==> config.mk <==
export PLATFORM = sky130hd
export DESIGN_NAME = car_detector_flat
export DESIGN_NICKNAME = d
export VERILOG_FILES = /design/src/rtl/car_detector_pkg.sv /design/src/rtl/car_detector_if.sv /design/src/rtl/car_detector_sync_debounce.sv /design/src/rtl/car_detector.sv /design/src/flat_wrapper.sv
export SDC_FILE = /design/constraint.sdc
export NUM_CORES = 1
export LEC_CHECK = 0
export BUFFER_PORTS_ARGS = -buffer_cell sky130_fd_sc_hd__buf_4
export CORE_MARGIN = 4
export CORE_UTILIZATION = 35
export DETAILED_ROUTE_END_ITERATION = 8
export SLEW_MARGIN = 5
export SYNTH_ARGS = -nofsm -noshare
export SYNTH_HDL_FRONTEND = slang
export SYNTH_SLANG_ARGS = --single-unit
==> constraint.sdc <==
create_clock -name clk -period 2.3 [get_ports clk]
set_input_delay 0.345 -clock clk [delete_from_list [all_inputs] [get_ports clk]]
set_output_delay 0.345 -clock clk [all_outputs]
set_load 0.03 [all_outputs]
==> src/rtl/car_detector_pkg.sv <==
`default_nettype none
// ============================================================================
// Package : car_detector_pkg
// Purpose : Shared definitions for the car_detector slice and anything that
//           talks to the Stoplight Prospect light: light codes, detector FSM
//           state encodings and the "served" decode helper.
// Revision: 1.0 - initial release
// ============================================================================
package car_detector_pkg;

  // Prospect light codes as driven by Stoplight.light_pros (one-hot).
  localparam logic [2:0] LIGHT_GRN = 3'b100;
  localparam logic [2:0] LIGHT_YLW = 3'b010;
  localparam logic [2:0] LIGHT_RED = 3'b001;

  // Detector FSM encodings.
  typedef enum logic [1:0] {
    ST_IDLE    = 2'd0,
    ST_WAITING = 2'd1,
    ST_SERVED  = 2'd2
  } det_state_e;

  // A request counts as served only on an exact green code; illegal
  // multi-hot codes are treated as not served.
  function automatic logic is_served(input logic [2:0] light);
    return (light == LIGHT_GRN);
  endfunction

endpackage
`default_nettype wire

==> src/rtl/car_detector_if.sv <==
`default_nettype none
// ============================================================================
// Interface: car_detector_if
// Purpose  : Groups the sensor/controller-side signals of car_detector.
// Signals  : sensor_raw   - raw loop-sensor level (async to clk)
//            light_pros   - Prospect light code from Stoplight
//            car_present  - registered request to Stoplight
//            wait_count   - cycles the current request has waited (saturating)
//            sensor_fault - sticky stuck-sensor flag
// Modports : master - environment side (drives sensor/light)
//            slave  - detector side
// Revision : 1.0 - initial release
// ============================================================================
interface car_detector_if #(
  parameter int WAIT_W = 8
);
  logic              sensor_raw;
  logic [2:0]        light_pros;
  logic              car_present;
  logic [WAIT_W-1:0] wait_count;
  logic              sensor_fault;

  modport master (
    output sensor_raw,
    output light_pros,
    input  car_present,
    input  wait_count,
    input  sensor_fault
  );

  modport slave (
    input  sensor_raw,
    input  light_pros,
    output car_present,
    output wait_count,
    output sensor_fault
  );
endinterface
`default_nettype wire

==> src/rtl/car_detector_sync_debounce.sv <==
`default_nettype none
// ============================================================================
// Module  : car_detector_sync_debounce
// Purpose : Synchronizes the asynchronous loop-sensor level into clk and
//           debounces it. deb_o only flips after the synchronized level has
//           disagreed with it for DEBOUNCE consecutive cycles.
// Ports   : clk      - system clock
//           rst_n    - asynchronous active-low reset
//           sensor_i - raw sensor level, asynchronous to clk
//           deb_o    - debounced sensor level
// Params  : SYNC_STAGES (>=2), DEBOUNCE (>=1)
// Revision: 1.0 - initial release
// ============================================================================
module car_detector_sync_debounce #(
  parameter int SYNC_STAGES = 2,
  parameter int DEBOUNCE    = 2
) (
  input  logic clk,
  input  logic rst_n,
  input  logic sensor_i,
  output logic deb_o
);

  localparam int CNT_W = $clog2(DEBOUNCE + 1);

  logic [SYNC_STAGES-1:0] sync_q;
  logic                   sync_s;
  logic                   deb_q, deb_d;
  logic [CNT_W-1:0]       cnt_q, cnt_d;

  always_ff @(posedge clk or negedge rst_n) begin
    if (!rst_n) begin
      sync_q <= '0;
      deb_q  <= 1'b0;
      cnt_q  <= '0;
    end else begin
      sync_q <= {sync_q[SYNC_STAGES-2:0], sensor_i};
      deb_q  <= deb_d;
      cnt_q  <= cnt_d;
    end
  end

  assign sync_s = sync_q[SYNC_STAGES-1];

  // The counter tracks how long sync_s has disagreed with deb. The edge on
  // which it would reach DEBOUNCE is the edge that flips deb, so the counter
  // is left at zero there instead of storing DEBOUNCE.
  always_comb begin
    deb_d = deb_q;
    cnt_d = '0;
    if (sync_s != deb_q) begin
      if (cnt_q == CNT_W'(DEBOUNCE - 1)) begin
        deb_d = ~deb_q;
      end else begin
        cnt_d = cnt_q + 1'b1;
      end
    end
  end

  assign deb_o = deb_q;

endmodule
`default_nettype wire

==> src/rtl/car_detector.sv <==
`default_nettype none
// ============================================================================
// Module  : car_detector
// Purpose : Front end for Stoplight.car_present. Turns the bouncy Prospect
//           loop sensor into a latched request that is held until the
//           Prospect light goes green, then follows the sensor so a stream of
//           cars keeps the request asserted.
// Ports   : clk   - system clock (one tick = one controller time step)
//           rst_n - asynchronous active-low reset
//           det   - car_detector_if.slave (sensor_raw, light_pros,
//                   car_present, wait_count, sensor_fault)
// Params  : SYNC_STAGES, DEBOUNCE, WAIT_W, STUCK_LIMIT
// Options : CAR_DETECTOR_STUCK_DETECT_EN - when defined, builds the
//           stuck-sensor detector (sticky sensor_fault, forces car_present).
//           When undefined, sensor_fault is tied low.
// Revision: 1.0 - initial release
// ============================================================================
module car_detector
  import car_detector_pkg::*;
#(
  parameter int SYNC_STAGES = 2,
  parameter int DEBOUNCE    = 2,
  parameter int WAIT_W      = 8,
  parameter int STUCK_LIMIT = 64
) (
  input  logic           clk,
  input  logic           rst_n,
  car_detector_if.slave  det
);

  if (SYNC_STAGES < 2 || DEBOUNCE < 1 || WAIT_W < 1 || STUCK_LIMIT < 1) begin : g_param_check
    $error("car_detector: illegal parameter value");
  end

  logic              deb;
  logic              served;
  logic              fault_force;
  det_state_e        state_q, state_d;
  logic              car_present_q, car_present_d;
  logic [WAIT_W-1:0] wait_q, wait_d;

  car_detector_sync_debounce #(
    .SYNC_STAGES (SYNC_STAGES),
    .DEBOUNCE    (DEBOUNCE)
  ) u_sync_debounce (
    .clk      (clk),
    .rst_n    (rst_n),
    .sensor_i (det.sensor_raw),
    .deb_o    (deb)
  );

  assign served = is_served(det.light_pros);

  always_ff @(posedge clk or negedge rst_n) begin
    if (!rst_n) begin
      state_q       <= ST_IDLE;
      car_present_q <= 1'b0;
      wait_q        <= '0;
    end else begin
      state_q       <= state_d;
      car_present_q <= car_present_d;
      wait_q        <= wait_d;
    end
  end

  always_comb begin
    state_d       = state_q;
    wait_d        = '0;
    car_present_d = 1'b0;

    unique case (state_q)
      ST_IDLE: begin
        // A car arriving while the light is already green is served at once.
        if (deb) begin
          state_d = served ? ST_SERVED : ST_WAITING;
        end
      end
      ST_WAITING: begin
        if (served) begin
          state_d = ST_SERVED;
        end
      end
      ST_SERVED: begin
        if (!served) begin
          state_d = deb ? ST_WAITING : ST_IDLE;
        end
      end
      default: state_d = ST_IDLE;
    endcase

    // Wait time restarts from zero on every entry into WAITING.
    if (state_q == ST_WAITING && state_d == ST_WAITING) begin
      wait_d = (&wait_q) ? wait_q : wait_q + 1'b1;
    end

    // Output is registered from the next state; in SERVED it follows the
    // sensor so back-to-back cars keep the request up.
    unique case (state_d)
      ST_WAITING: car_present_d = 1'b1;
      ST_SERVED:  car_present_d = deb;
      default:    car_present_d = 1'b0;
    endcase

    if (fault_force) begin
      car_present_d = 1'b1;
    end
  end

`ifdef CAR_DETECTOR_STUCK_DETECT_EN
  localparam int STK_W = $clog2(STUCK_LIMIT + 1);

  logic [STK_W-1:0] stk_q, stk_d;
  logic             fault_q, fault_d;

  always_ff @(posedge clk or negedge rst_n) begin
    if (!rst_n) begin
      stk_q   <= '0;
      fault_q <= 1'b0;
    end else begin
      stk_q   <= stk_d;
      fault_q <= fault_d;
    end
  end

  // Counts consecutive debounced-high cycles; the fault is sticky until reset.
  always_comb begin
    stk_d   = '0;
    fault_d = fault_q;
    if (deb) begin
      stk_d = (stk_q == STK_W'(STUCK_LIMIT)) ? stk_q : stk_q + 1'b1;
      if (stk_d == STK_W'(STUCK_LIMIT)) begin
        fault_d = 1'b1;
      end
    end
  end

  // Using the next-state fault keeps car_present and sensor_fault asserting
  // on the same edge.
  assign fault_force      = fault_d;
  assign det.sensor_fault = fault_q;
`else
  assign fault_force      = 1'b0;
  assign det.sensor_fault = 1'b0;
`endif

  assign det.car_present = car_present_q;
  assign det.wait_count  = wait_q;

endmodule
`default_nettype wire

==> src/flat_wrapper.sv <==
// flat-port wrapper written by rule: the top's interface ports become plain ports
module car_detector_flat import car_detector_pkg::*;
#(
  parameter int SYNC_STAGES = 2,
  parameter int DEBOUNCE    = 2,
  parameter int WAIT_W      = 8,
  parameter int STUCK_LIMIT = 64
)
  (clk, rst_n, det_sensor_raw, det_light_pros, det_car_present, det_wait_count, det_sensor_fault);
  car_detector_if #(.WAIT_W(WAIT_W)) det_i ();
  input  logic clk;
  input  logic rst_n;
  input wire logic [$bits(det_i.sensor_raw)-1:0] det_sensor_raw;
  input wire logic [$bits(det_i.light_pros)-1:0] det_light_pros;
  output wire logic [$bits(det_i.car_present)-1:0] det_car_present;
  output wire logic [$bits(det_i.wait_count)-1:0] det_wait_count;
  output wire logic [$bits(det_i.sensor_fault)-1:0] det_sensor_fault;
  assign det_i.sensor_raw = det_sensor_raw;
  assign det_i.light_pros = det_light_pros;
  assign det_car_present = det_i.car_present;
  assign det_wait_count = det_i.wait_count;
  assign det_sensor_fault = det_i.sensor_fault;
  car_detector #(.SYNC_STAGES(SYNC_STAGES), .DEBOUNCE(DEBOUNCE), .WAIT_W(WAIT_W), .STUCK_LIMIT(STUCK_LIMIT)) u_core (.clk(clk), .rst_n(rst_n), .det(det_i));
endmodule
==> metrics.txt, run 1 <==
# TYPE chip_impl_metric gauge
chip_impl_metric{name="global_route.overflow_total",unit=""} 0
chip_impl_info{name="tritoncts",value="done"} 1
chip_impl_metric{name="setup_viol",unit=""} 0
chip_impl_metric{name="worstRegToRegCells",unit=""} 6
chip_impl_metric{name="r2r_slack",unit="ns"} 0.76
chip_impl_metric{name="initial_utilization",unit="%"} 38.4
chip_impl_metric{name="final.setup_skew",unit="ns"} 0.00389
chip_impl_metric{name="numPortBuffers",unit=""} 14
chip_impl_metric{name="area.growth.synth_to_final",unit="%"} 21.0
chip_impl_metric{name="antenna_cells",unit=""} 0
chip_impl_metric{name="die_x",unit="um"} 55.6
chip_impl_metric{name="worst_path_largest_cell_delay",unit="ns"} 0.40
chip_impl_info{name="grt_setup_unrepaired",value="no"} 1
chip_impl_metric{name="floorplan.io_pins",unit=""} 16
chip_impl_metric{name="synthDominantCellAreaShare",unit="%"} 50.6
chip_impl_metric{name="synth.ff_latch_count",unit=""} 16
chip_impl_metric{name="layout.cell_area.non_filler",unit="um^2"} 958
chip_impl_metric{name="static-leakage-power",unit="nW"} 0.423
chip_impl_info{name="timing.critical_path.to_type",value="flip-flop"} 1
chip_impl_info{name="class_of_the_worst_hold_path",value="in -> reg"} 1
chip_impl_metric{name="syn-mean-instance-area",unit="um^2"} 10.4
chip_impl_metric{name="combinationalPowerShare",unit="%"} 31.8
chip_impl_metric{name="placed_area",unit="um^2"} 912
chip_impl_metric{name="cp_data_arrival_time",unit="ns"} 1.75
chip_impl_metric{name="globalRouteMet2Util",unit="%"} 16.2
chip_impl_metric{name="timing_max_transition_violations_final",unit=""} 0
chip_impl_metric{name="number_of_drc_markers_after_the_initial_detailed_route_iteration",unit=""} 16
chip_impl_metric{name="detail_route.drc_violations",unit=""} 0
chip_impl_metric{name="post-dp-hpwl",unit="mm"} 1.11
chip_impl_metric{name="synthSimpleGateAreaFrac",unit="%"} 23.7
chip_impl_metric{name="post_synthesis_compound_gate_area_fraction",unit="%"} 13.1
chip_impl_info{name="worst_setup_path_start_kind",value="flip-flop"} 1
chip_impl_metric{name="maximum_clock_rate",unit="MHz"} 650
chip_impl_metric{name="design.die.area",unit="um^2"} 3090
chip_impl_metric{name="routed_via_density",unit=""} 5.06
chip_impl_metric{name="yosysWarningCount",unit=""} 0
chip_impl_metric{name="met1_usage",unit="%"} 13.5
chip_impl_metric{name="fin_crit",unit="ns"} 1.54
chip_impl_metric{name="routability_congestion",unit=""} 0.757
chip_impl_metric{name="synthesis.nets",unit=""} 85
chip_impl_info{name="crit_path_cell_trace",value="nor2b_1, o21a_1, ha_1, and3b_1, nand2b_1, mux2i_1"} 1
chip_impl_metric{name="fin_ws",unit="ns"} 0.763
chip_impl_metric{name="grt_antenna_before_repair",unit=""} 0
chip_impl_info{name="ctsRootBufferMaster",value="clkbuf_4"} 1
chip_impl_metric{name="grt_first_pass_wirelength",unit="mm"} 2.63
chip_impl_info{name="grt.busiest_layer",value="met2"} 1
chip_impl_metric{name="placement.setup.worst_slack",unit="ns"} 0.729
chip_impl_metric{name="worstPathMaxFanout",unit=""} 5
chip_impl_metric{name="postSynthCellCount",unit=""} 76
chip_impl_metric{name="synth_fa_ha_area_share",unit="%"} 4.74
chip_impl_metric{name="use_met3",unit="%"} 4.64
chip_impl_metric{name="power.sequential.fraction",unit="%"} 45.6
chip_impl_info{name="post-synth-top-count-cell",value="dfrtp_1"} 1
chip_impl_info{name="synth_top_family_by_area",value="simple AND/OR/NAND/NOR gates"} 1
chip_impl_metric{name="ys_types",unit=""} 31
chip_impl_metric{name="routed_wire_length_per_instance",unit="um"} 12.3
chip_impl_info{name="worstReg2RegStart",value="u_core.state_q[0]"} 1
chip_impl_info{name="critical_path.reg2reg.endpoint",value="u_core.det.wait_count[5]"} 1
chip_impl_metric{name="p_sw",unit="mW"} 0.278
chip_impl_metric{name="clock_power_share",unit="%"} 22.6
chip_impl_metric{name="timing.critical_path.required",unit="ns"} 2.51
chip_impl_metric{name="clkSlewWorstSetupHoldPaths",unit="ns"} 0.10
chip_impl_metric{name="power.share.switching",unit="%"} 34.1
chip_impl_metric{name="synth_area",unit="um^2"} 792
chip_impl_info{name="synthFlopType",value="dfrtp_1"} 1
chip_impl_metric{name="synth-xor-area-share",unit="%"} 1.11
chip_impl_info{name="hold_path_end",value="u_core.u_sync_debounce.sync_q[0]"} 1
chip_impl_info{name="worst_path_max_delay_cell",value="dfrtp_1"} 1
chip_impl_metric{name="ant_nets",unit=""} 0
chip_impl_metric{name="fin_cells",unit=""} 120
chip_impl_info{name="post_synth_main_area_contributors",value="dfrtp_1, ha_1, nor3_1"} 1
chip_impl_metric{name="ys_seq_area_share",unit="%"} 50.6
chip_impl_metric{name="clock_path_buffers",unit=""} 2
chip_impl_metric{name="drt-pass1-iter-count",unit=""} 4
chip_impl_info{name="crit_family",value="simple AND/OR/NAND/NOR gates"} 1
chip_impl_metric{name="internal-power",unit="mW"} 0.539
chip_impl_metric{name="clock_sink_count",unit=""} 16
chip_impl_info{name="outcome",value="complete, no violations"} 1
chip_impl_metric{name="largest_net_degree_at_the_start_of_global_routing",unit=""} 17
chip_impl_info{name="holdCritStartpoint",value="det_sensor_raw"} 1
chip_impl_metric{name="cap_viol_max_count",unit=""} 0
chip_impl_metric{name="die_y",unit="um"} 55.6
chip_impl_metric{name="grt.total_usage",unit="%"} 10.7
chip_impl_metric{name="worst_ir_drop_vdd",unit="uV"} 435
chip_impl_metric{name="hold_path_depth",unit=""} 1
chip_impl_metric{name="numCtsBuffers",unit=""} 3
chip_impl_metric{name="power-per-cell-area",unit="nW/um^2"} 853
chip_impl_metric{name="hold_violations",unit=""} 0
chip_impl_metric{name="aggregate_routed_wire_length",unit="mm"} 1.48
chip_impl_metric{name="fraction_of_layout_instances_using_a_drive_strength_above_1",unit="%"} 24.7
chip_impl_info{name="synth_top_cells_by_count",value="dfrtp_1, nand2_1, nor3_1"} 1
chip_impl_metric{name="synth_mux_area_share",unit="%"} 3.95
chip_impl_metric{name="layout.filler_cells",unit=""} 192
chip_impl_metric{name="first_global_vias",unit=""} 568
chip_impl_metric{name="core_region",unit="um^2"} 2060
chip_impl_info{name="setup.worst_path.class",value="reg -> reg"} 1
chip_impl_metric{name="cp_num_buf_inv",unit=""} 0
chip_impl_metric{name="clock_tree.htree_level_count",unit=""} 1
chip_impl_metric{name="fin_nets",unit=""} 103
chip_impl_metric{name="vias",unit=""} 607
chip_impl_metric{name="worst_skew_pair_latency",unit="ns"} 0.28
chip_impl_metric{name="dpl.cell_count",unit=""} 115
chip_impl_metric{name="synth_edf_count",unit=""} 0
chip_impl_metric{name="timing.setup.tns",unit="ns"} 0
chip_impl_metric{name="final.period_utilization",unit="%"} 66.8
chip_impl_metric{name="asyncSetResetFlopFracSynth",unit="%"} 100
chip_impl_metric{name="std_cell_rows",unit=""} 16
chip_impl_info{name="yosysTopAreaCell",value="dfrtp_1"} 1
[sequential cells by signal, indices dropped and copies added (netlist names)]
register / flops
u_core.det.wait_count: 8
u_core.u_sync_debounce.cnt_q: 2
u_core.det.car_present: 1
u_core.u_sync_debounce.deb_o: 1
u_core.state_q: 2
u_core.u_sync_debounce.sync_q: 2
[what timing repair did]
item,CTS,global route
endpoints found under the hold margin,16,0
hold buffers,1,0
buffers inserted,0,0
resized for setup,0,0
endpoints found under the setup margin,0,0
[cell type report]
cell class              instances  area, um^2  share of cell area, %
repair buffers                 15         115                   12.0
well taps                      27        33.8                   3.52
flip-flops and latches         16         400                   41.8
clock buffers                   4        36.3                   3.79
multi-input cells              58         373                   38.9
[cell families after synthesis]
kind of cell | Yosys count
simple gates | 35
flops | 16
compound gates | 15
fa+ha+maj | 3
mux | 3
buf+inv | 2
other cells | 1
xor+xnor | 1
[through the flow]
stage	hold slack, ns	utilization (%)	power [mW]
after floorplan	0.0494	-	0.564
after global placement	0.217	44.2	0.637
after detailed placement	0.218	44.2	0.645
after CTS	0.148	46.5	0.834
after global routing	0.140	46.5	0.888
final	0.164	46.5	0.818
[cells in the final DEF (no fill, tap or decap), types with 3 or more instances in the layout]
master / n
ha_1: 3
nor2_1: 4
nand2_1: 8
dfrtp_1: 16
clkbuf_4: 3
and2_1: 3
a21oi_1: 5
nor2b_1: 3
nor3_1: 6
buf_4: 14
nand3_1: 4
[power groups by stage]
stage	sequential (mW)	combinational [mW]	clock [mW]
after floorplan	0.404	0.159	0
final	0.373	0.260	0.184
after global placement	0.376	0.261	0
after CTS	0.373	0.267	0.194
after detailed placement	0.378	0.267	0
after global routing	0.382	0.301	0.205
[worst register-to-register path, delay by kind of cell (launching register included)]
family                     cells  cell delay [ns]
AOI/OAI and AO/OA              1             0.17
DFF                            1             0.40
muxes                          1             0.14
and+or+nand+nor                3             0.58
adders and majority gates      1             0.18
[worst max-delay path by stage]
stage                              from                        to  slack [ns]  depth (start not counted)
6_report              u_core.state_q[0]  u_core.det.wait_count[5]        0.76                          6
5_1_grt               u_core.state_q[0]  u_core.det.wait_count[5]        0.59                          6
4_1_cts               u_core.state_q[0]  u_core.det.wait_count[5]        0.72                          6
3_5_place_dp          det_light_pros[1]  u_core.det.wait_count[5]        0.73                          8
3_3_place_gp          u_core.state_q[0]  u_core.det.wait_count[5]        0.81                          6
2_1_floorplan  u_core.det.wait_count[0]  u_core.det.wait_count[5]        0.79                          4
[layer usage]
metal	vias up	part of all wire, %
met5	-	0
met4	0	0.88
met3	2	7.7
met2	19	47
met1	283	44
li1	303	-
No activity file was read; power rests on OpenSTA's default activity.
==> inputs of run 2 (changes only) <==
Settings changed: ABC_AREA from default to 1.
Clock period 2.3 ns to 1.3 ns, I/O delays scaled along.
==> run 2 against run 1 <==
The run now ends with negative setup slack left; combinational power increased to 3.1 times the previous value; final cell count grew 25%; routed wire length increased by 14%; sequential share of layout area is 4.7 points lower; power rose by 120%; critical path depth is 4 higher; non-clock buffer count rose by 11; sequential cell count did not move; area after synthesis increased by 0.79%; die area up 0.67%; worst hold slack better by 0.13 ns.
==> metrics.txt, run 2 <==
# TYPE chip_impl_metric gauge
chip_impl_metric{name="syn-mean-instance-area",unit="um^2"} 8.58
chip_impl_metric{name="first_global_vias",unit=""} 712
chip_impl_metric{name="synth_area",unit="um^2"} 798
chip_impl_metric{name="drt-pass1-iter-count",unit=""} 4
chip_impl_info{name="synthFlopType",value="dfrtp_1"} 1
chip_impl_metric{name="final_core_util",unit="%"} 49.3
chip_impl_metric{name="timing.setup.tns",unit="ns"} -1.02
chip_impl_metric{name="design.die.area",unit="um^2"} 3110
chip_impl_metric{name="synth_edf_count",unit=""} 0
chip_impl_info{name="yosysTopAreaCell",value="dfrtp_1"} 1
chip_impl_metric{name="p_sw",unit="mW"} 0.660
chip_impl_metric{name="die_y",unit="um"} 55.8
chip_impl_info{name="worst_path_max_delay_cell",value="dfrtp_1"} 1
chip_impl_metric{name="numPortBuffers",unit=""} 14
chip_impl_metric{name="aggregate_routed_wire_length",unit="mm"} 1.69
chip_impl_metric{name="grt_antenna_before_repair",unit=""} 0
chip_impl_metric{name="clock_tree.htree_level_count",unit=""} 1
chip_impl_metric{name="timing.critical_path.required",unit="ns"} 1.53
chip_impl_info{name="mostFrequentLayoutCell",value="buf_4"} 1
chip_impl_info{name="failed_checks",value="negative setup slack"} 1
chip_impl_info{name="layout.cells.most_common_list",value="buf_4, nand2_1, dfrtp_1, nand3_1"} 1
chip_impl_metric{name="power.share.switching",unit="%"} 37.2
chip_impl_metric{name="combinationalPowerShare",unit="%"} 45.2
chip_impl_metric{name="vias",unit=""} 709
chip_impl_metric{name="worstRegToRegCells",unit=""} 10
chip_impl_metric{name="synth.ff_latch_count",unit=""} 16
chip_impl_metric{name="holdWs",unit="ns"} 0.294
chip_impl_metric{name="floorplan.io_pins",unit=""} 16
chip_impl_metric{name="numCtsBuffers",unit=""} 3
chip_impl_metric{name="clock_sink_count",unit=""} 16
chip_impl_metric{name="layout.filler_cells",unit=""} 214
chip_impl_info{name="worstReg2RegStart",value="u_core.state_q[0]"} 1
chip_impl_metric{name="clkSlewWorstSetupHoldPaths",unit="ns"} 0.10
chip_impl_metric{name="placed_area",unit="um^2"} 997
chip_impl_metric{name="ys_types",unit=""} 21
chip_impl_info{name="synth_top_cells_by_count",value="nand2_1, dfrtp_1, inv_1"} 1
chip_impl_info{name="ctsRootBufferMaster",value="clkbuf_4"} 1
chip_impl_metric{name="setup_viol",unit=""} 9
chip_impl_metric{name="grt.total_usage",unit="%"} 12.5
chip_impl_metric{name="final.period_utilization",unit="%"} 112
chip_impl_metric{name="cp_num_buf_inv",unit=""} 2
chip_impl_metric{name="ant_nets",unit=""} 0
chip_impl_metric{name="yosysWarningCount",unit=""} 0
chip_impl_metric{name="worstPathMaxFanout",unit=""} 6
chip_impl_metric{name="std_cell_rows",unit=""} 17
chip_impl_metric{name="asyncSetResetFlopFracSynth",unit="%"} 100
chip_impl_metric{name="dpl.cell_count",unit=""} 141
chip_impl_metric{name="die_x",unit="um"} 55.8
chip_impl_metric{name="fin_nets",unit=""} 132
chip_impl_info{name="worst_setup_path_start_kind",value="flip-flop"} 1
chip_impl_metric{name="placement.setup.worst_slack",unit="ns"} -0.208
chip_impl_metric{name="fin_ws",unit="ns"} -0.154
chip_impl_metric{name="ys_seq_area_share",unit="%"} 50.2
chip_impl_metric{name="grt_first_pass_wirelength",unit="mm"} 3.13
chip_impl_metric{name="power.sequential.fraction",unit="%"} 36.0
chip_impl_info{name="post-synth-top-count-cell",value="nand2_1"} 1
chip_impl_metric{name="worst_ir_drop_vdd",unit="uV"} 853
chip_impl_info{name="crit_family",value="simple AND/OR/NAND/NOR gates"} 1
chip_impl_metric{name="core_region",unit="um^2"} 2190
chip_impl_metric{name="post-dp-hpwl",unit="mm"} 1.20
chip_impl_metric{name="antenna_cells",unit=""} 0
chip_impl_metric{name="clock_power_share",unit="%"} 18.7
chip_impl_metric{name="fraction_of_layout_instances_using_a_drive_strength_above_1",unit="%"} 35.2
chip_impl_metric{name="clock_path_buffers",unit=""} 2
chip_impl_metric{name="synthDominantCellAreaShare",unit="%"} 50.2
chip_impl_metric{name="static-leakage-power",unit="nW"} 0.553
chip_impl_metric{name="synthesis.nets",unit=""} 102
chip_impl_info{name="class_of_the_worst_hold_path",value="in -> async"} 1
chip_impl_metric{name="internal-power",unit="mW"} 1.11
chip_impl_info{name="crit_path_cell_trace",value="nand2_2, o21ai_2, nor2_1, nor2_1, inv_1, ha_2, inv_2, nor2_4, nand3_2, nand2_1"} 1
chip_impl_metric{name="initial_utilization",unit="%"} 36.4
chip_impl_info{name="critPathMostFrequentCell",value="nor2_1"} 1
chip_impl_metric{name="global_route.overflow_total",unit=""} 0
chip_impl_metric{name="r2r_slack",unit="ns"} -0.15
chip_impl_metric{name="largest_net_degree_at_the_start_of_global_routing",unit=""} 17
chip_impl_metric{name="hold_violations",unit=""} 0
chip_impl_metric{name="routability_congestion",unit=""} 0.742
chip_impl_metric{name="fin_crit",unit="ns"} 1.45
chip_impl_metric{name="timing_max_transition_violations_final",unit=""} 0
chip_impl_metric{name="layout.cell_area.non_filler",unit="um^2"} 1080
chip_impl_metric{name="routed_wire_length_per_instance",unit="um"} 11.2
chip_impl_metric{name="area.growth.synth_to_final",unit="%"} 35.3
chip_impl_metric{name="final.setup_skew",unit="ns"} 0.00343
chip_impl_metric{name="total_power",unit="mW"} 1.77
chip_impl_metric{name="worst_path_largest_cell_delay",unit="ns"} 0.42
chip_impl_metric{name="worst_skew_pair_latency",unit="ns"} 0.28
chip_impl_info{name="critical_path.reg2reg.endpoint",value="u_core.det.wait_count[7]"} 1
chip_impl_info{name="setup.worst_path.class",value="reg -> reg"} 1
chip_impl_metric{name="cp_data_arrival_time",unit="ns"} 1.68
chip_impl_metric{name="postSynthCellCount",unit=""} 93
chip_impl_metric{name="flip_flop_count_of_the_largest_register_all_copies_and_words_added",unit=""} 8
chip_impl_metric{name="routed_via_density",unit=""} 4.73
chip_impl_info{name="timing.critical_path.to_type",value="flip-flop"} 1
chip_impl_metric{name="cap_viol_max_count",unit=""} 0
chip_impl_info{name="outcome",value="finished, violations left"} 1
chip_impl_metric{name="maximum_clock_rate",unit="MHz"} 688
chip_impl_info{name="grt_setup_unrepaired",value="yes"} 1
chip_impl_metric{name="power-per-cell-area",unit="nW/um^2"} 1640
chip_impl_metric{name="fin_cells",unit=""} 150
chip_impl_info{name="post_synth_main_area_contributors",value="dfrtp_1, nand2_1, nand3_1"} 1
chip_impl_info{name="tritoncts",value="done"} 1
chip_impl_metric{name="detail_route.drc_violations",unit=""} 0
chip_impl_metric{name="number_of_drc_markers_after_the_initial_detailed_route_iteration",unit=""} 12
## run 2: cell types whose count changed after synthesis, sizes merged, moves of 2 or more
cell	before	now
a211oi	2	0
a21oi	5	2
and2	3	0
inv	0	12
mux2i	2	0
nand2	8	23
nand2b	2	0
nand3	4	12
nor2	4	11
nor2b	3	0
nor3	6	2
o21ai	2	4
## run 2: final cells by class
type / count / area, um^2 / area share (%)
sequential: 16 / 400 / 37.1
multi-input combinational: 64 / 363 / 33.6
timing repair buffer: 26 / 200 / 18.5
inverter: 12 / 45.0 / 4.17
clock buffer: 4 / 36.3 / 3.36
tap: 28 / 35.0 / 3.24
## run 2: kinds of logic (layout without fill, tap and decap cells)
| group | Yosys count | count (layout) | synth area share [%] |
|---|---|---|---|
| AND/OR/NAND/NOR | 50 | 51 | 29.5 |
| flip-flops | 16 | 16 | 50.2 |
| buffers and inverters | 14 | 42 | 7.99 |
| AO/OA/AOI/OAI | 8 | 8 | 6.11 |
| adder cells (fa/ha/maj) | 3 | 3 | 4.70 |
| other | 1 | 1 | 0.470 |
| XOR/XNOR | 1 | 1 | 1.10 |
## run 2: routing by layer
layer  part of all wire, %  track usage [%]  up-vias  wire length [um]
li1                      -                -      354                 -
met1                    45             14.7      337               764
met2                    49             21.6       18               819
met3                   6.2             3.48        0               104
met4                     0             4.17        0                 0
met5                     0                0        -                 0
## run 2: worst max path at each step
stage	slack, ns	from	end	depth (start not counted)
finish	-0.15	u_core.state_q[0]	u_core.det.wait_count[7]	10
global placement	-0.16	u_core.state_q[0]	u_core.det.wait_count[6]	10
global route	-0.30	u_core.state_q[0]	u_core.det.wait_count[4]	10
floorplan	-0.13	u_core.state_q[1]	u_core.det.wait_count[0]	12
detailed placement	-0.21	u_core.state_q[0]	u_core.det.wait_count[4]	10
CTS	-0.13	u_core.state_q[0]	u_core.det.wait_count[7]	10
## run 2: power by group through the flow
stage / sequential, mW / combinational [mW] / clock [mW]
global placement: 0.646 / 0.686 / 0
CTS: 0.637 / 0.759 / 0.350
finish: 0.639 / 0.802 / 0.332
global route: 0.651 / 0.893 / 0.374
detailed placement: 0.649 / 0.696 / 0
floorplan: 0.737 / 0.346 / 0
## run 2: timing repair
| action | 4_1_cts | 5_1_grt |
|---|---|---|
| pin swaps | 10 | 4 |
| endpoints found under the setup margin | 9 | 9 |
| hold endpoints to repair | 17 | 0 |
| buffers inserted | 1 | 1 |
| gates cloned | 1 | 0 |
| hold buffers | 2 | 0 |
| resized for setup | 2 | 1 |
==> inputs of run 3 (changes only) <==
Settings changed: REMOVE_ABC_BUFFERS from default to 1.
==> run 3 against run 2 <==
Sequential cell count stayed put; the flow still finishes with violations (negative setup slack); critical path type unchanged; power is 5.9% higher; final cell count is 1.3% higher; sequential share of layout area is 1.1 points lower; clock power is 2% lower; worst hold slack better by 0.0017 ns.
==> metrics.txt, run 3 (synthesized netlist as in run 2, its figures left out) <==
# TYPE chip_impl_metric gauge
chip_impl_info{name="outcome",value="finished, violations left"} 1
chip_impl_info{name="failed_checks",value="negative setup slack"} 1
chip_impl_metric{name="r2r_slack",unit="ns"} -0.15
chip_impl_metric{name="power-per-cell-area",unit="nW/um^2"} 1690
chip_impl_metric{name="final.period_utilization",unit="%"} 111
chip_impl_metric{name="largest_net_degree_at_the_start_of_global_routing",unit=""} 17
chip_impl_metric{name="fraction_of_layout_instances_using_a_drive_strength_above_1",unit="%"} 37.9
chip_impl_metric{name="cap_viol_max_count",unit=""} 0
chip_impl_metric{name="clkSlewWorstSetupHoldPaths",unit="ns"} 0.10
chip_impl_metric{name="setup_viol",unit=""} 9
chip_impl_info{name="layout.cells.most_common_list",value="buf_4, nand2_1, dfrtp_1, nor2_1"} 1
chip_impl_metric{name="vias",unit=""} 700
chip_impl_metric{name="routed_wire_length_per_instance",unit="um"} 11.3
chip_impl_metric{name="number_of_drc_markers_after_the_initial_detailed_route_iteration",unit=""} 21
chip_impl_info{name="setup.worst_path.class",value="reg -> reg"} 1
chip_impl_metric{name="final_core_util",unit="%"} 50.8
chip_impl_metric{name="final.setup_skew",unit="ns"} 0.00666
chip_impl_metric{name="drt-pass1-iter-count",unit=""} 4
chip_impl_metric{name="antenna_cells",unit=""} 0
chip_impl_metric{name="flip_flop_count_of_the_largest_register_all_copies_and_words_added",unit=""} 8
chip_impl_metric{name="timing.critical_path.required",unit="ns"} 1.52
chip_impl_metric{name="grt.total_usage",unit="%"} 12.3
chip_impl_info{name="grt_setup_unrepaired",value="yes"} 1
chip_impl_metric{name="grt_antenna_before_repair",unit=""} 0
chip_impl_metric{name="hold_violations",unit=""} 0
chip_impl_metric{name="core_region",unit="um^2"} 2190
chip_impl_metric{name="timing_max_transition_violations_final",unit=""} 0
chip_impl_metric{name="clock_path_buffers",unit=""} 2
chip_impl_metric{name="worst_skew_pair_latency",unit="ns"} 0.29
chip_impl_metric{name="clock_sink_count",unit=""} 16
chip_impl_metric{name="numCtsBuffers",unit=""} 3
chip_impl_metric{name="worstPathMaxFanout",unit=""} 6
chip_impl_metric{name="die_y",unit="um"} 55.8
chip_impl_metric{name="worstRegToRegCells",unit=""} 10
chip_impl_metric{name="total_power",unit="mW"} 1.88
chip_impl_metric{name="routability_congestion",unit=""} 0.838
chip_impl_metric{name="layout.filler_cells",unit=""} 210
chip_impl_metric{name="fin_crit",unit="ns"} 1.45
chip_impl_metric{name="fin_ws",unit="ns"} -0.148
chip_impl_metric{name="post-dp-hpwl",unit="mm"} 1.23
chip_impl_info{name="worst_setup_path_start_kind",value="flip-flop"} 1
chip_impl_metric{name="area.growth.synth_to_final",unit="%"} 39.5
chip_impl_info{name="ctsRootBufferMaster",value="clkbuf_4"} 1
chip_impl_metric{name="die_x",unit="um"} 55.8
chip_impl_metric{name="grt_first_pass_wirelength",unit="mm"} 2.99
chip_impl_metric{name="initial_utilization",unit="%"} 36.4
chip_impl_metric{name="detail_route.drc_violations",unit=""} 0
chip_impl_metric{name="worst_ir_drop_vdd",unit="uV"} 912
chip_impl_metric{name="design.die.area",unit="um^2"} 3110
chip_impl_info{name="timing.critical_path.to_type",value="flip-flop"} 1
chip_impl_metric{name="floorplan.io_pins",unit=""} 16
chip_impl_info{name="worstReg2RegStart",value="u_core.state_q[0]"} 1
chip_impl_info{name="tritoncts",value="done"} 1
chip_impl_metric{name="first_global_vias",unit=""} 680
chip_impl_info{name="critical_path.reg2reg.endpoint",value="u_core.det.wait_count[3]"} 1
chip_impl_metric{name="maximum_clock_rate",unit="MHz"} 690
chip_impl_metric{name="fin_nets",unit=""} 134
chip_impl_metric{name="ant_nets",unit=""} 0
chip_impl_info{name="mostFrequentLayoutCell",value="buf_4"} 1
chip_impl_metric{name="cp_data_arrival_time",unit="ns"} 1.67
chip_impl_metric{name="routed_via_density",unit=""} 4.61
chip_impl_metric{name="numPortBuffers",unit=""} 14
chip_impl_metric{name="clock_tree.htree_level_count",unit=""} 1
chip_impl_metric{name="aggregate_routed_wire_length",unit="mm"} 1.71
chip_impl_metric{name="static-leakage-power",unit="nW"} 0.567
chip_impl_info{name="class_of_the_worst_hold_path",value="in -> async"} 1
chip_impl_metric{name="global_route.overflow_total",unit=""} 0
chip_impl_metric{name="std_cell_rows",unit=""} 17
-- run 3: worst max path at each step --
stage                                  from                       end  slack [ns]
final                     u_core.state_q[0]  u_core.det.wait_count[3]       -0.15
after global routing      u_core.state_q[0]  u_core.det.wait_count[7]       -0.24
after CTS                 u_core.state_q[0]  u_core.det.wait_count[3]       -0.12
after detailed placement  u_core.state_q[0]  u_core.det.wait_count[3]       -0.42
after global placement    u_core.state_q[0]  u_core.det.wait_count[3]       -0.31
after floorplan           u_core.state_q[0]  u_core.det.wait_count[2]       -0.20
-- run 3: critical path, cell delays in order, from the launching register on --
cell and delay [ns]:
dfrtp_1 0.43, nand2_2 0.09, o21ai_2 0.06, nor2_1 0.11
nor2_1 0.07, inv_1 0.09, ha_4 0.14, inv_4 0.04
nor2_4 0.14, nand3_2 0.11, nand2_1 0.09
-- run 3: cell type report --
cell class | count | area [um^2] | area share [%]
clock buffers | 4 | 36.3 | 3.26
inverters | 12 | 47.5 | 4.27
multi-input cells | 64 | 379 | 34.0
flip-flops and latches | 16 | 400 | 36.0
well taps | 28 | 35.0 | 3.15
repair buffers | 28 | 215 | 19.3
-- run 3: per-layer routing --
metal,part of all wire [%],vias to the layer above,track usage (%),wire length (um)
met3,2.5,2,2.32,42
met5,0,-,0,0
met1,45,332,14.5,768
met4,1.2,0,7.99,21
li1,-,356,-,-
met2,51,10,20.3,882
-- run 3: power breakdown --
part	total (mW)	internal, mW	switching (mW)	leakage, nW
clock network	0.326	0.170	0.156	0.0210
registers	0.645	0.587	0.0588	0.209
logic	0.907	0.429	0.478	0.337
total	1.88	1.19	0.692	0.567
-- run 3: metrics by stage --
stage / hold WS (ns) / cells / TNS [ns] / setup WS (ns) / cell area [um^2]
global route: 0.309 / 152 / -2.07 / -0.241 / 1110
finish: 0.295 / 152 / -1.19 / -0.148 / 1110
detailed placement: 0.0702 / 142 / -3.33 / -0.422 / 987
CTS: 0.274 / 151 / -0.949 / -0.116 / 1090
floorplan: -0.101 / 91 / -1.49 / -0.204 / 779
global placement: 0.0674 / 142 / -2.36 / -0.309 / 987
-- run 3: repair_timing --
| item | CTS | global route |
|---|---|---|
| pin swaps | 14 | 4 |
| endpoints found under the hold margin | 17 | 0 |
| resized for setup | 13 | 2 |
| setup endpoints to repair | 9 | 9 |
| gates cloned | 1 | 0 |
| hold buffers | 2 | 0 |
| setup buffers | 2 | 1 |
